==> config.mk <==
export PLATFORM = sky130hd
export DESIGN_NAME = sram_slot_arbiter_flat
export DESIGN_NICKNAME = d
export VERILOG_FILES = /design/src/rtl/sram_slot_if.sv /design/src/rtl/sram_slot_arbiter.sv /design/src/flat_wrapper.sv
export SDC_FILE = /design/constraint.sdc
export NUM_CORES = 1
export LEC_CHECK = 0
export BUFFER_PORTS_ARGS = -buffer_cell sky130_fd_sc_hd__buf_2
export CORE_MARGIN = 10
export CORE_UTILIZATION = 34
export DETAILED_ROUTE_END_ITERATION = 12
export GPL_TIMING_DRIVEN = 0
export PLACE_DENSITY = 0.9
export SLEW_MARGIN = 0
export SYNTH_ARGS = -nofsm -noshare
export SYNTH_HDL_FRONTEND = slang
export SYNTH_SLANG_ARGS = --single-unit
==> constraint.sdc <==
create_clock -name i_AUD_BCLK -period 1.9 [get_ports i_AUD_BCLK]
set_input_delay 0.285 -clock i_AUD_BCLK [delete_from_list [all_inputs] [get_ports i_AUD_BCLK]]
set_output_delay 0.285 -clock i_AUD_BCLK [all_outputs]
set_load 0.05 [all_outputs]
==> src/rtl/sram_slot_if.sv <==
// Bus bundle between the slot arbiter, its SRAM clients and the SRAM pin logic.
// slave = arbiter side, master = client/pin side.
interface sram_slot_if #(
    parameter int N_CLIENTS = 4,
    parameter int ADDR_W    = 20,
    parameter int DATA_W    = 16
);
    logic                          i_start;
    logic [N_CLIENTS-1:0]          i_client_en;
    logic [N_CLIENTS*ADDR_W-1:0]   i_client_addr;
    logic [N_CLIENTS-1:0]          i_client_we_n;
    logic [N_CLIENTS*DATA_W-1:0]   i_client_wdata;
    logic [N_CLIENTS-1:0]          i_client_done;
    logic [N_CLIENTS-1:0]          o_grant;
    logic [DATA_W-1:0]             o_client_rdata;
    logic [ADDR_W-1:0]             o_sram_addr;
    logic                          o_sram_we_n;
    logic [DATA_W-1:0]             o_sram_wdata;
    logic                          o_sram_dq_oe;
    logic [DATA_W-1:0]             i_sram_dq;
    logic                          o_busy;
    logic                          o_frame_done;
    logic                          o_overrun;
    logic                          o_timeout;

    modport slave (
        input  i_start, i_client_en, i_client_addr, i_client_we_n, i_client_wdata,
               i_client_done, i_sram_dq,
        output o_grant, o_client_rdata, o_sram_addr, o_sram_we_n, o_sram_wdata,
               o_sram_dq_oe, o_busy, o_frame_done, o_overrun, o_timeout
    );

    modport master (
        output i_start, i_client_en, i_client_addr, i_client_we_n, i_client_wdata,
               i_client_done, i_sram_dq,
        input  o_grant, o_client_rdata, o_sram_addr, o_sram_we_n, o_sram_wdata,
               o_sram_dq_oe, o_busy, o_frame_done, o_overrun, o_timeout
    );
endinterface

==> src/rtl/sram_slot_arbiter.sv <==
// Per-sample time-slot arbiter for the shared async SRAM: grants enabled clients in ascending order.
// Define SRAM_SLOT_TIMEOUT_EN to force a handover after TIMEOUT_CYC granted cycles without done.
module sram_slot_arbiter #(
    parameter int N_CLIENTS   = 4,
    parameter int ADDR_W      = 20,
    parameter int DATA_W      = 16,
    parameter int TIMEOUT_CYC = 64
) (
    input logic          i_AUD_BCLK,
    input logic          i_rst_n,
    sram_slot_if.slave   io_bus
);
    localparam int CUR_W = (N_CLIENTS > 1) ? $clog2(N_CLIENTS) : 1;

    if (N_CLIENTS < 1 || N_CLIENTS > 8 || TIMEOUT_CYC < 2) begin : g_bad_param
        $error("sram_slot_arbiter: parameter out of range");
    end

    typedef enum logic {S_IDLE = 1'b0, S_SLOT = 1'b1} state_t;

    state_t                 r_state, w_state_n;
    logic [CUR_W-1:0]       r_cur, w_cur_n;
    logic [N_CLIENTS-1:0]   r_mask, w_mask_n;
    logic [N_CLIENTS-1:0]   r_grant, w_grant_n;
    logic                   r_frame_done, r_overrun, r_timeout;
    logic                   w_fd_n, w_ov_n, w_to_n;
    logic                   w_has_first, w_has_next, w_done_cur, w_tmo;
    logic [CUR_W-1:0]       w_first_idx, w_next_idx;
    logic [N_CLIENTS-1:0]   w_cur_oh, w_above;

    // Lowest set bit: {found, index}
    function automatic logic [CUR_W:0] f_lowest(input logic [N_CLIENTS-1:0] v);
        logic [CUR_W:0] res;
        res = '0;
        for (int i = N_CLIENTS - 1; i >= 0; i--)
            if (v[i]) res = {1'b1, CUR_W'(i)};
        return res;
    endfunction

    assign {w_has_first, w_first_idx} = f_lowest(io_bus.i_client_en);
    assign w_cur_oh   = N_CLIENTS'(1) << r_cur;
    assign w_above    = r_mask & ~(w_cur_oh | (w_cur_oh - N_CLIENTS'(1)));
    assign {w_has_next, w_next_idx} = f_lowest(w_above);
    assign w_done_cur = io_bus.i_client_done[r_cur];

`ifdef SRAM_SLOT_TIMEOUT_EN
    localparam int CNT_W = $clog2(TIMEOUT_CYC);
    logic [CNT_W-1:0] r_cnt;
    logic             w_cnt_clr;

    // Counter reads 0 on the first granted cycle of every slot
    assign w_tmo     = (r_state == S_SLOT) && !w_done_cur && (r_cnt == CNT_W'(TIMEOUT_CYC - 1));
    assign w_cnt_clr = (r_state != S_SLOT) || w_done_cur || w_tmo;

    always_ff @(posedge i_AUD_BCLK or negedge i_rst_n) begin
        if (!i_rst_n)       r_cnt <= '0;
        else if (w_cnt_clr) r_cnt <= '0;
        else                r_cnt <= r_cnt + 1'b1;
    end
`else
    assign w_tmo = 1'b0;
`endif

    always_comb begin
        w_state_n = r_state;
        w_cur_n   = r_cur;
        w_mask_n  = r_mask;
        w_fd_n    = 1'b0;
        w_ov_n    = 1'b0;
        w_to_n    = 1'b0;
        case (r_state)
            S_IDLE: begin
                if (io_bus.i_start) begin
                    w_mask_n = io_bus.i_client_en;
                    if (w_has_first) begin
                        w_state_n = S_SLOT;
                        w_cur_n   = w_first_idx;
                    end else begin
                        w_fd_n = 1'b1;
                    end
                end
            end
            S_SLOT: begin
                w_ov_n = io_bus.i_start;
                if (w_done_cur || w_tmo) begin
                    w_to_n = w_tmo;
                    if (w_has_next) begin
                        w_cur_n = w_next_idx;
                    end else begin
                        w_state_n = S_IDLE;
                        w_fd_n    = 1'b1;
                    end
                end
            end
            default: w_state_n = S_IDLE;
        endcase
        w_grant_n = (w_state_n == S_SLOT) ? (N_CLIENTS'(1) << w_cur_n) : '0;
    end

    always_ff @(posedge i_AUD_BCLK or negedge i_rst_n) begin
        if (!i_rst_n) begin
            r_state      <= S_IDLE;
            r_cur        <= '0;
            r_mask       <= '0;
            r_grant      <= '0;
            r_frame_done <= 1'b0;
            r_overrun    <= 1'b0;
            r_timeout    <= 1'b0;
        end else begin
            r_state      <= w_state_n;
            r_cur        <= w_cur_n;
            r_mask       <= w_mask_n;
            r_grant      <= w_grant_n;
            r_frame_done <= w_fd_n;
            r_overrun    <= w_ov_n;
            r_timeout    <= w_to_n;
        end
    end

    // SRAM mux; DQ is only driven while the granted client writes
    logic [ADDR_W-1:0] w_sram_addr;
    logic              w_sram_we_n;
    logic [DATA_W-1:0] w_sram_wdata;

    always_comb begin
        w_sram_addr  = '0;
        w_sram_we_n  = 1'b1;
        w_sram_wdata = '0;
        if (r_state == S_SLOT) begin
            w_sram_addr = io_bus.i_client_addr[int'(r_cur)*ADDR_W +: ADDR_W];
            w_sram_we_n = io_bus.i_client_we_n[r_cur];
            if (!w_sram_we_n)
                w_sram_wdata = io_bus.i_client_wdata[int'(r_cur)*DATA_W +: DATA_W];
        end
    end

    assign io_bus.o_grant        = r_grant;
    assign io_bus.o_busy         = (r_state == S_SLOT);
    assign io_bus.o_frame_done   = r_frame_done;
    assign io_bus.o_overrun      = r_overrun;
    assign io_bus.o_timeout      = r_timeout;
    assign io_bus.o_sram_addr    = w_sram_addr;
    assign io_bus.o_sram_we_n    = w_sram_we_n;
    assign io_bus.o_sram_wdata   = w_sram_wdata;
    assign io_bus.o_sram_dq_oe   = ~w_sram_we_n;
    assign io_bus.o_client_rdata = io_bus.i_sram_dq;
endmodule

==> src/flat_wrapper.sv <==
// flat-port wrapper written by rule: the top's interface ports become plain ports
module sram_slot_arbiter_flat 
#(
    parameter int N_CLIENTS   = 4,
    parameter int ADDR_W      = 20,
    parameter int DATA_W      = 16,
    parameter int TIMEOUT_CYC = 64
)
  (i_AUD_BCLK, i_rst_n, io_bus_i_start, io_bus_i_client_en, io_bus_i_client_addr, io_bus_i_client_we_n, io_bus_i_client_wdata, io_bus_i_client_done, io_bus_i_sram_dq, io_bus_o_grant, io_bus_o_client_rdata, io_bus_o_sram_addr, io_bus_o_sram_we_n, io_bus_o_sram_wdata, io_bus_o_sram_dq_oe, io_bus_o_busy, io_bus_o_frame_done, io_bus_o_overrun, io_bus_o_timeout);
  sram_slot_if #(.N_CLIENTS(N_CLIENTS), .ADDR_W(ADDR_W), .DATA_W(DATA_W)) io_bus_i ();
  input logic i_AUD_BCLK;
  input logic i_rst_n;
  input wire logic [$bits(io_bus_i.i_start)-1:0] io_bus_i_start;
  input wire logic [$bits(io_bus_i.i_client_en)-1:0] io_bus_i_client_en;
  input wire logic [$bits(io_bus_i.i_client_addr)-1:0] io_bus_i_client_addr;
  input wire logic [$bits(io_bus_i.i_client_we_n)-1:0] io_bus_i_client_we_n;
  input wire logic [$bits(io_bus_i.i_client_wdata)-1:0] io_bus_i_client_wdata;
  input wire logic [$bits(io_bus_i.i_client_done)-1:0] io_bus_i_client_done;
  input wire logic [$bits(io_bus_i.i_sram_dq)-1:0] io_bus_i_sram_dq;
  output wire logic [$bits(io_bus_i.o_grant)-1:0] io_bus_o_grant;
  output wire logic [$bits(io_bus_i.o_client_rdata)-1:0] io_bus_o_client_rdata;
  output wire logic [$bits(io_bus_i.o_sram_addr)-1:0] io_bus_o_sram_addr;
  output wire logic [$bits(io_bus_i.o_sram_we_n)-1:0] io_bus_o_sram_we_n;
  output wire logic [$bits(io_bus_i.o_sram_wdata)-1:0] io_bus_o_sram_wdata;
  output wire logic [$bits(io_bus_i.o_sram_dq_oe)-1:0] io_bus_o_sram_dq_oe;
  output wire logic [$bits(io_bus_i.o_busy)-1:0] io_bus_o_busy;
  output wire logic [$bits(io_bus_i.o_frame_done)-1:0] io_bus_o_frame_done;
  output wire logic [$bits(io_bus_i.o_overrun)-1:0] io_bus_o_overrun;
  output wire logic [$bits(io_bus_i.o_timeout)-1:0] io_bus_o_timeout;
  assign io_bus_i.i_start = io_bus_i_start;
  assign io_bus_i.i_client_en = io_bus_i_client_en;
  assign io_bus_i.i_client_addr = io_bus_i_client_addr;
  assign io_bus_i.i_client_we_n = io_bus_i_client_we_n;
  assign io_bus_i.i_client_wdata = io_bus_i_client_wdata;
  assign io_bus_i.i_client_done = io_bus_i_client_done;
  assign io_bus_i.i_sram_dq = io_bus_i_sram_dq;
  assign io_bus_o_grant = io_bus_i.o_grant;
  assign io_bus_o_client_rdata = io_bus_i.o_client_rdata;
  assign io_bus_o_sram_addr = io_bus_i.o_sram_addr;
  assign io_bus_o_sram_we_n = io_bus_i.o_sram_we_n;
  assign io_bus_o_sram_wdata = io_bus_i.o_sram_wdata;
  assign io_bus_o_sram_dq_oe = io_bus_i.o_sram_dq_oe;
  assign io_bus_o_busy = io_bus_i.o_busy;
  assign io_bus_o_frame_done = io_bus_i.o_frame_done;
  assign io_bus_o_overrun = io_bus_i.o_overrun;
  assign io_bus_o_timeout = io_bus_i.o_timeout;
  sram_slot_arbiter #(.N_CLIENTS(N_CLIENTS), .ADDR_W(ADDR_W), .DATA_W(DATA_W), .TIMEOUT_CYC(TIMEOUT_CYC)) u_core (.i_AUD_BCLK(i_AUD_BCLK), .i_rst_n(i_rst_n), .io_bus(io_bus_i));
endmodule
==> qor.yml, run 1 <==
floorplan:
  initial_utilization_pct: 35.4
  dieArea_um2: 9210
  die_y_um: 96.0
  die_w_um: 96.0
  core.rowCount: 27
  io_pins: 237
  core_um2: 5540
clock_network:
  cts_made_buffers: 3
  root_buffer: "clkbuf_8"
  htreeDepth: 1
  clk_latency_ps: 250
  cts.sinks: 12
  clk_pin_slew_ps: 50
  cts_tree: "built"
  clockBufferDepth: 2
timing:
  finalSetupViolations: 38
  fin_worst_skew_ps: 0.719
  hold-worst-slack_ps: 278
  fin_crit_ps: 2180
  slew_violations: 0
  setup_ws_ps: -278
  rsz0062_at_grt: "true"
  fin_crit_sh_pct: 115
  fin_setup_tns_ps: -7500
  fmax_ghz: 0.459
  hold_violations: 0
drt:
  vias_per_cell: 5.34
  routedLengthMet1_mm: 3.40
  drc_errors: 0
  highest_layer: "met4"
  drt-initial-drc-count: 85
  vias: 2538
  wl_mm: 11.1
  ant_nets: 0
  firstDrtPassIters: 4
  wl_per_cell_um: 23.3
  wl_met2_mm: 6.35
  wl_met3_mm: 1.12
synth:
  ys_warn_count: 0
  syn_avg_cell_area_um2: 11.8
  synth_area_um2: 1960
  synth_nets: 341
  synth_top_area_share_pct: 43.6
  syn-instance-count: 166
  ys_seq_area_share_pct: 15.3
  ys_async_sr_fraction_pct: 100
  synth_common_cells: "mux4_2 (38), and2_1 (22), buf_4 (18)"
  synthFlopType: "dfrtp_1"
  yosysTopAreaCell: "mux4_2"
  ys_top_cells_by_area: "mux4_2 (44%), dfrtp_1 (15%), and2_1 (7.0%)"
  synth_most_common_cell: "mux4_2"
  synth_cell_types: 36
  synth-edff-count: 0
  ys_ff_latch: 12
global_route:
  gr-total-overflow: 0
  grt_max_degree: 13
  grt_pass1_wl_mm: 15.4
  grt_pass1_vias: 2816
  antenna_found_initial: 0
  grt_usage_pct: 21.4
layout:
  fin_area_um2: 3940
  post-route-util_pct: 71.1
  area_delta_synth_final_pct: 101
  drive_gt1_share_pct: 84.4
  fillers: 393
  n_antenna_cell: 0
  nNetsFinal: 579
worst_setup_path:
  max_stage_delay_ps: 510
  arrival_ps: 1890
  crit_fanout: 5
  cp-start-kind: "flop"
  cp-end-kind: "output pin"
  crit_chain: "buf_6 -> mux4_2 -> nand2b_4 -> buf_16 -> nor2b_4 -> buf_6"
  crit_path_top_delay_cell: "mux4_2"
  cpMostUsedCell: "buf_6"
  path_class: "reg -> out"
  cp.required_ps: 1620
run_status:
  violations: "setup timing"
  status: "finished, violations left"
hold_path:
  hold_class: "in -> reg"
power:
  worst_ir_drop_vdd_mv: 1.20
  powerDensity_nw_per_um2: 1940
  leakage_nw: 2.00
  power_mw: 7.65
place:
  routabilityCongestion: 0.906
  port-buffer-count: 219
  place.detailed.hpwl_mm: 8.91
  placed_cell_area_um2: 3220
run:
  cap_violations: 0
[final timing paths]
kind | from | end | slack [ps] | cells after the start
max in group asynchronous | i_rst_n | u_core.io_bus.o_overrun | 1230 | 2
setup / recovery | u_core.r_cur[0] | io_bus_o_sram_wdata[9] | -280 | 6
setup reg to reg | u_core.r_cur[0] | u_core.io_bus.o_grant[2] | 60 | 8
hold reg to reg | u_core.r_mask[2] | u_core.r_mask[2] | 570 | 2
min in group asynchronous | i_rst_n | u_core.io_bus.o_busy | 450 | 2
hold / removal | io_bus_i_start | u_core.io_bus.o_overrun | 280 | 2
[per-stage QoR]
stage | setup slack [ps] | instances
5_1_grt | -329 | 475
4_1_cts | -259 | 472
6_report | -278 | 475
3_5_place_dp | -214 | 457
3_3_place_gp | -194 | 457
2_1_floorplan | -217 | 166
[where the power goes]
part | switching (mW) | internal, mW | leakage, nW | total, mW
Sequential | 0.0640 | 0.365 | 0.147 | 0.429
Clock | 0.101 | 0.184 | 0.0288 | 0.284
Combinational | 3.74 | 3.19 | 1.82 | 6.93
Total | 3.91 | 3.74 | 2.00 | 7.65
[cells in the final DEF, fill, tap and decap left out, types with 2 or more instances in the layout]
| cell type | instances |
|---|---|
| buf_2 | 181 |
| mux4_2 | 38 |
| buf_6 | 33 |
| buf_4 | 26 |
| and2_1 | 17 |
| nor2b_4 | 15 |
| dfrtp_1 | 12 |
| buf_8 | 10 |
| buf_12 | 7 |
| nand2_1 | 5 |
| and2_4 | 5 |
| inv_1 | 4 |
| nor2_1 | 4 |
| clkbuf_8 | 4 |
| a21oi_1 | 3 |
| inv_2 | 2 |
| mux2i_1 | 2 |
| a2111oi_4 | 2 |
| nand2b_4 | 2 |
| clkbuf_1 | 2 |
| mux2_2 | 2 |
| buf_16 | 2 |
[per-layer routing]
metal  up-vias  track usage, %
met5         -               0
met2       172            43.2
met4         0            3.93
met3        18            5.60
met1      1254            21.3
li1       1094               -
[critical path: cells and delay by family (launching register included)]
family / cells / cell delay, ps
buf+inv: 3 / 460
simple gates: 2 / 340
mux: 1 / 510
flops: 1 / 330
[what timing repair did]
item | 4_1_cts | 5_1_grt
buffers inserted | 7 | 2
gates resized for setup | 111 | 37
endpoints found under the setup margin | 38 | 43
endpoints found under the hold margin | 12 | 0
hold buffers | 1 | 0
pin swaps | 1 | 8
cloned | 3 | 1
[sequential cells by signal, summed over array words and instances, names as in the netlist]
name                        count
u_core.io_bus.o_busy            1
u_core.io_bus.o_frame_done      1
u_core.io_bus.o_grant           4
u_core.io_bus.o_overrun         1
u_core.r_cur                    2
u_core.r_mask                   3
[kinds of logic (layout without fill, tap and decap cells)]
family | Yosys count | after routing | share of synthesized area, %
AOI/OAI and AO/OA | 20 | 20 | 10.5
muxes | 42 | 42 | 45.8
DFF | 12 | 12 | 15.3
other | 1 | 1 | 0.191
and+or+nand+nor | 53 | 54 | 16.5
buffers and inverters | 38 | 274 | 11.7
[cell type report]
| class | instances | area [µm²] | area share, % |
|---|---|---|---|
| plain buffers | 31 | 310 | 7.87 |
| inverters | 7 | 30.0 | 0.762 |
| flip-flops and latches | 12 | 300 | 7.62 |
| multi-input cells | 117 | 1610 | 40.7 |
| clock buffers | 4 | 55.1 | 1.40 |
| well taps | 72 | 90.1 | 2.29 |
| repair buffers | 232 | 1550 | 39.3 |
(Power assumes the default switching activity.)
==> run 2, diff against run 1 <==
==> constraint.sdc (replaced) <==
create_clock -name i_AUD_BCLK -period 1.9 [get_ports i_AUD_BCLK]
set_input_delay 0.475 -clock i_AUD_BCLK [delete_from_list [all_inputs] [get_ports i_AUD_BCLK]]
set_output_delay 0.475 -clock i_AUD_BCLK [all_outputs]
set_load 0.05 [all_outputs]
==> run 2 against run 1 <==
Compared with the run above:
- the flow still finishes with violations (setup timing)
- flip-flop and latch count is the same
- final cell count decreased by 0.42%
- non-clock buffer count fell by 2
- utilization decreased by 1.7 points
- cell area down 2.4%
- clock skew is 1.1 ps higher
- combinational power down 3.2%
- maximum frequency down 7.4%
- global-route usage rose by 0.64 points
==> qor.yml, run 2 (same netlist as run 1, synthesis figures left out) <==
timing:
  fin_crit_ps: 2350  # +174 ps
  hold_violations: 0  # unchanged
  setup_ws_ps: -453  # -174 ps
  fin_setup_tns_ps: -14560  # -7070 ps
  slew_violations: 0  # unchanged
  rsz0062_at_grt: "true"
  fin_crit_sh_pct: 124  # +9.2 points
  fin_worst_skew_ps: 1.81  # +1.09 ps
  worstMarginPinSlew_ps: 481
  slew_headroom_pct: 67.5
  finalSetupViolations: 38  # unchanged
  fmax_ghz: 0.425  # -7.4%
drt:
  drt-initial-drc-count: 73  # -14%
  vias_per_cell: 5.15  # -3.7%
  wl_mm: 11.0  # -0.80%
  firstDrtPassIters: 4  # unchanged
  drc_errors: 0  # unchanged
  wl_per_cell_um: 23.2  # -0.38%
  ant_nets: 0  # unchanged
  vias: 2434  # -4.1%
clock_network:
  cts_hold_buf: 0  # -1
  htreeDepth: 1  # unchanged
  cts_made_buffers: 3  # unchanged
  cts.sinks: 12  # unchanged
  clockBufferDepth: 2  # unchanged
  clk_pin_slew_ps: 50  # about the same
  cts_tree: "built"
  root_buffer: "clkbuf_8"
  clk_latency_ps: 240  # about the same
power:
  worst_ir_drop_vdd_mv: 1.10  # -7.9%
  leakage_nw: 1.97  # -1.1%
  powerDensity_nw_per_um2: 1930  # -0.67%
floorplan:
  die_y_um: 96.0  # unchanged
  core.rowCount: 27  # unchanged
  core_um2: 5540  # unchanged
  die_w_um: 96.0  # unchanged
  io_pins: 237  # unchanged
  dieArea_um2: 9210  # unchanged
  initial_utilization_pct: 35.4  # unchanged
hold_path:
  hold_class: "in -> async"
layout:
  fillers: 404  # +2.8%
  largest_register_ffs: 4  # unchanged
  area_delta_synth_final_pct: 96.1
  fin_cells: 473  # -0.42%
  layout.cells.most_common_list: "buf_2 (186), mux4_2 (38), buf_4 (26)"
  post-route-util_pct: 69.4  # -1.7 points
  drive_gt1_share_pct: 83.3  # -1.1 points
  final_common_cell: "buf_2"
  n_antenna_cell: 0  # unchanged
  fin_area_um2: 3850  # -2.4%
  nNetsFinal: 577  # -0.35%
worst_setup_path:
  arrival_ps: 1880  # about the same
  cp-end-kind: "output pin"
  cp-start-kind: "flop"
  crit_fanout: 6  # +1
  cp.required_ps: 1420  # -200 ps
  path_class: "reg -> out"
global_route:
  grt_max_degree: 13  # unchanged
  gr-total-overflow: 0  # unchanged
  busiest_layer: "met2"
  grt_pass1_vias: 2861  # +1.6%
  use_met2_pct: 45.2  # +2.0 points
  antenna_found_initial: 0  # unchanged
  grt_usage_pct: 22.0  # +0.64 points
  grt_pass1_wl_mm: 15.5  # +0.71%
  grt_util_met1_pct: 19.8  # -1.4 points
  met3_usage_pct: 5.45  # -0.16 points
run_status:
  violations: "setup timing"
  status: "finished, violations left"
place:
  routabilityCongestion: 0.945  # +4.3%
  place.detailed.hpwl_mm: 8.72  # -2.2%
  dp.cells: 457  # unchanged
  port-buffer-count: 219  # unchanged
  placed_cell_area_um2: 3260  # +0.97%
run:
  cap_violations: 0  # unchanged
-- run 2: changes by cell type in the layout (fill, tap and decap cells not counted), sizes merged --
cell / delta
dlygate4sd3: -1
clkbuf: -1
-- run 2: cell type report --
type	count	area [µm²]	share of cell area, %
timing repair buffer	231	1510	39.3
inverter	7	30.0	0.780
clock buffer	4	55.1	1.43
sequential	12	300	7.80
multi-input combinational	117	1570	40.9
buffer	30	287	7.45
tap	72	90.1	2.34
-- run 2: per-layer routing --
layer,routed length (µm),share of wire (%)
met3,1030,9.4
met1,3310,30
met5,0,0
met4,352,3.2
met2,6270,57
-- run 2: final timing paths --
check	cells after the start	end	startpoint	slack (ps)
max in group asynchronous	1	u_core.io_bus.o_grant[0]	i_rst_n	1570
min in group i_AUD_BCLK	2	u_core.io_bus.o_overrun	io_bus_i_start	480
worst max register to register	6	u_core.io_bus.o_grant[3]	u_core.r_cur[0]	110
worst min register to register	2	u_core.r_mask[2]	u_core.r_mask[2]	560
worst min-delay path	1	u_core.io_bus.o_grant[3]	i_rst_n	110
worst max-delay path	6	io_bus_o_sram_wdata[7]	u_core.r_cur[0]	-450
-- run 2: power by group --
part           internal [mW]  switching (mW)  total, mW
Combinational           3.04            3.67       6.71
Sequential             0.364          0.0619      0.426
Clock                  0.183          0.0906      0.273
Total                   3.59            3.82       7.41
-- run 2: worst max-delay path, cell delays in order (launching register included) --
cell,delay (ps)
dfrtp_1,330
buf_6,130
mux4_2,510
nand2b_4,210
buf_12,160
nor2b_4,130
buf_8,160
-- run 2: metrics by stage --
stage | total power [mW] | hold WS, ps | worst slack, ps
3_3_place_gp | 5.55 | 361 | -382
4_1_cts | 7.30 | 113 | -439
5_1_grt | 7.71 | 125 | -502
6_report | 7.41 | 110 | -453
3_5_place_dp | 5.67 | 368 | -416
2_1_floorplan | 4.59 | 179 | -207
-- run 2: repair_timing --
item / CTS / global route
setup buffers: 9 / 1
hold endpoints to repair: 0 / 0
resized for setup: 115 / 11
gates cloned: 3 / 0
setup endpoints to repair: 38 / 38
==> run 3, diff against run 2 <==
Settings changed: CORE_ASPECT_RATIO from default to 0.7.
==> run 3 against run 2 <==
Compared with the run above:
- the flow still finishes with violations (setup timing)
- count of clock-buffer cells in the layout unchanged
- critical path depth unchanged
- sequential share of layout area down 0.15 points
- sequential power up 2%
- clock skew up 3.2 ps
- combinational power up 4.0%
- first-iteration DRC count up 110%
- maximum frequency up 1.0%
- clock power about the same
- critical path type unchanged
- largest power group unchanged
==> qor.yml, run 3 (same netlist as run 1, synthesis figures left out) <==
clock_network:
  clockBufferDepth: 2  # unchanged
  cts_hold_buf: 0  # unchanged
  htreeDepth: 1  # unchanged
  root_buffer: "clkbuf_8"
  cts_tree: "built"
  clk_latency_ps: 240  # about the same
  cts_made_buffers: 3  # unchanged
  cts.sinks: 12  # unchanged
  clk_pin_slew_ps: 50  # about the same
timing:
  hold-worst-slack_ps: 97.2  # -12.7 ps
  slew_headroom_pct: 61.0  # -6.5 points
  fin_crit_sh_pct: 123  # -1.3 points
  fin_crit_ps: 2330  # -24.4 ps
  fmax_ghz: 0.429  # +1.0%
  rsz0062_at_grt: "true"
  finalSetupViolations: 38  # unchanged
  setup_ws_ps: -429  # +24.4 ps
  fin_setup_tns_ps: -14450  # +111 ps
  worstMarginPinSlew_ps: 577  # +96.5 ps
  slew_violations: 0  # unchanged
  fin_worst_skew_ps: 5.06  # +3.25 ps
  hold_violations: 0  # unchanged
drt:
  vias: 2404  # -1.2%
  drc_errors: 0  # unchanged
  wl_per_cell_um: 22.1  # -4.6%
  ant_nets: 0  # unchanged
  firstDrtPassIters: 4  # unchanged
  routedLengthMet1_mm: 3.62  # +9.4%
  wl_mm: 10.5  # -4.4%
  wl_met2_mm: 5.86  # -6.7%
  highest_layer: "met4"
  drt-initial-drc-count: 156  # +110%
  vias_per_cell: 5.07  # -1.4%
  wl_met3_um: 912  # -11%
global_route:
  gr-total-overflow: 0  # unchanged
  grt_usage_pct: 21.2  # -0.82 points
  grt_pass1_wl_mm: 15.9  # +2.4%
  antenna_found_initial: 0  # unchanged
  grt_pass1_vias: 2740  # -4.2%
  grt_max_degree: 13  # unchanged
floorplan:
  core_um2: 5670  # +2.3%
  core.rowCount: 23  # -15%
  die_y_um: 83.6  # -13%
  initial_utilization_pct: 34.6  # -0.80 points
  dieArea_um2: 9260  # +0.53%
  die_w_um: 111  # +15%
  io_pins: 237  # unchanged
power:
  worst_ir_drop_vdd_mv: 0.746  # -32%
  leakage_nw: 2.00  # +1.6%
  power_mw: 7.69  # +3.7%
  powerDensity_nw_per_um2: 1960  # +1.7%
layout:
  area_delta_synth_final_pct: 99.9
  nNetsFinal: 575  # -0.35%
  n_antenna_cell: 0  # unchanged
  fin_cells: 474  # +0.21%
  largest_register_ffs: 4  # unchanged
  final_common_cell: "buf_2"
  fillers: 430  # +6.4%
  layout.cells.most_common_list: "buf_2 (181), mux4_2 (38), buf_4 (27)"
  post-route-util_pct: 69.2  # -0.25 points
  drive_gt1_share_pct: 87.0  # +3.7 points
place:
  port-buffer-count: 219  # unchanged
  dp.cells: 460  # +0.66%
  place.detailed.hpwl_mm: 8.75  # +0.35%
  routabilityCongestion: 0.908  # -3.8%
worst_setup_path:
  cp.required_ps: 1420  # about the same
  arrival_ps: 1850  # -30 ps
  crit_fanout: 7  # +1
  path_class: "reg -> out"
  cp-start-kind: "flop"
  cp-end-kind: "output pin"
run:
  cap_violations: 0  # unchanged
hold_path:
  hold_class: "in -> async"
run_status:
  violations: "setup timing"
  status: "finished, violations left"
==> run 3: critical path: stages, from the launching register on <==
cell      delay [ps]
dfrtp_1          330
buf_6            120
mux4_2           490
nand2b_4         210
buf_12           170
nor2b_2          120
buf_6            160
==> run 3: worst paths after layout <==
kind	endpoint	slack, ps	cells past startpoint	startpoint
max	io_bus_o_sram_wdata[1]	-430	6	u_core.r_cur[0]
min	u_core.io_bus.o_grant[1]	100	1	i_rst_n
max reg2reg	u_core.io_bus.o_grant[3]	100	6	u_core.r_cur[0]
min reg2reg	u_core.r_mask[1]	590	1	u_core.r_mask[1]
max in group asynchronous	u_core.io_bus.o_frame_done	1590	1	i_rst_n
min in group i_AUD_BCLK	u_core.io_bus.o_overrun	480	2	io_bus_i_start
==> run 3: what timing repair did <==
action / CTS / global route
endpoints found under the setup margin: 38 / 39
buffers inserted: 7 / 0
cloned: 2 / 1
resized for setup: 132 / 8
pin swaps: 0 / 1
==> run 3: area by class of cell <==
cell class	count	area, µm²	share of cell area [%]
multi-input combinational	116	1600	40.9
inverter	7	30.0	0.766
buffer	31	290	7.40
timing repair buffer	229	1550	39.5
tap	75	93.8	2.39
clock buffer	4	55.1	1.40
sequential	12	300	7.66
==> run 3: layer usage <==
layer  track usage (%)  up-vias
met2              41.3      148
met4              2.83        0
li1                  -     1082
met3              5.82       10
met5                 0        -
met1              22.5     1164
==> run 3: power breakdown <==
part	internal, mW	switching [mW]	total (mW)
Clock	0.183	0.0929	0.276
Combinational	3.28	3.70	6.98
Sequential	0.364	0.0694	0.434
==> run 3: metrics by stage <==
stage,area (µm²),worst slack [ps]
2_1_floorplan,2070,-207
3_3_place_gp,3260,-430
3_5_place_dp,3260,-452
4_1_cts,3850,-438
5_1_grt,3920,-509
6_report,3920,-429
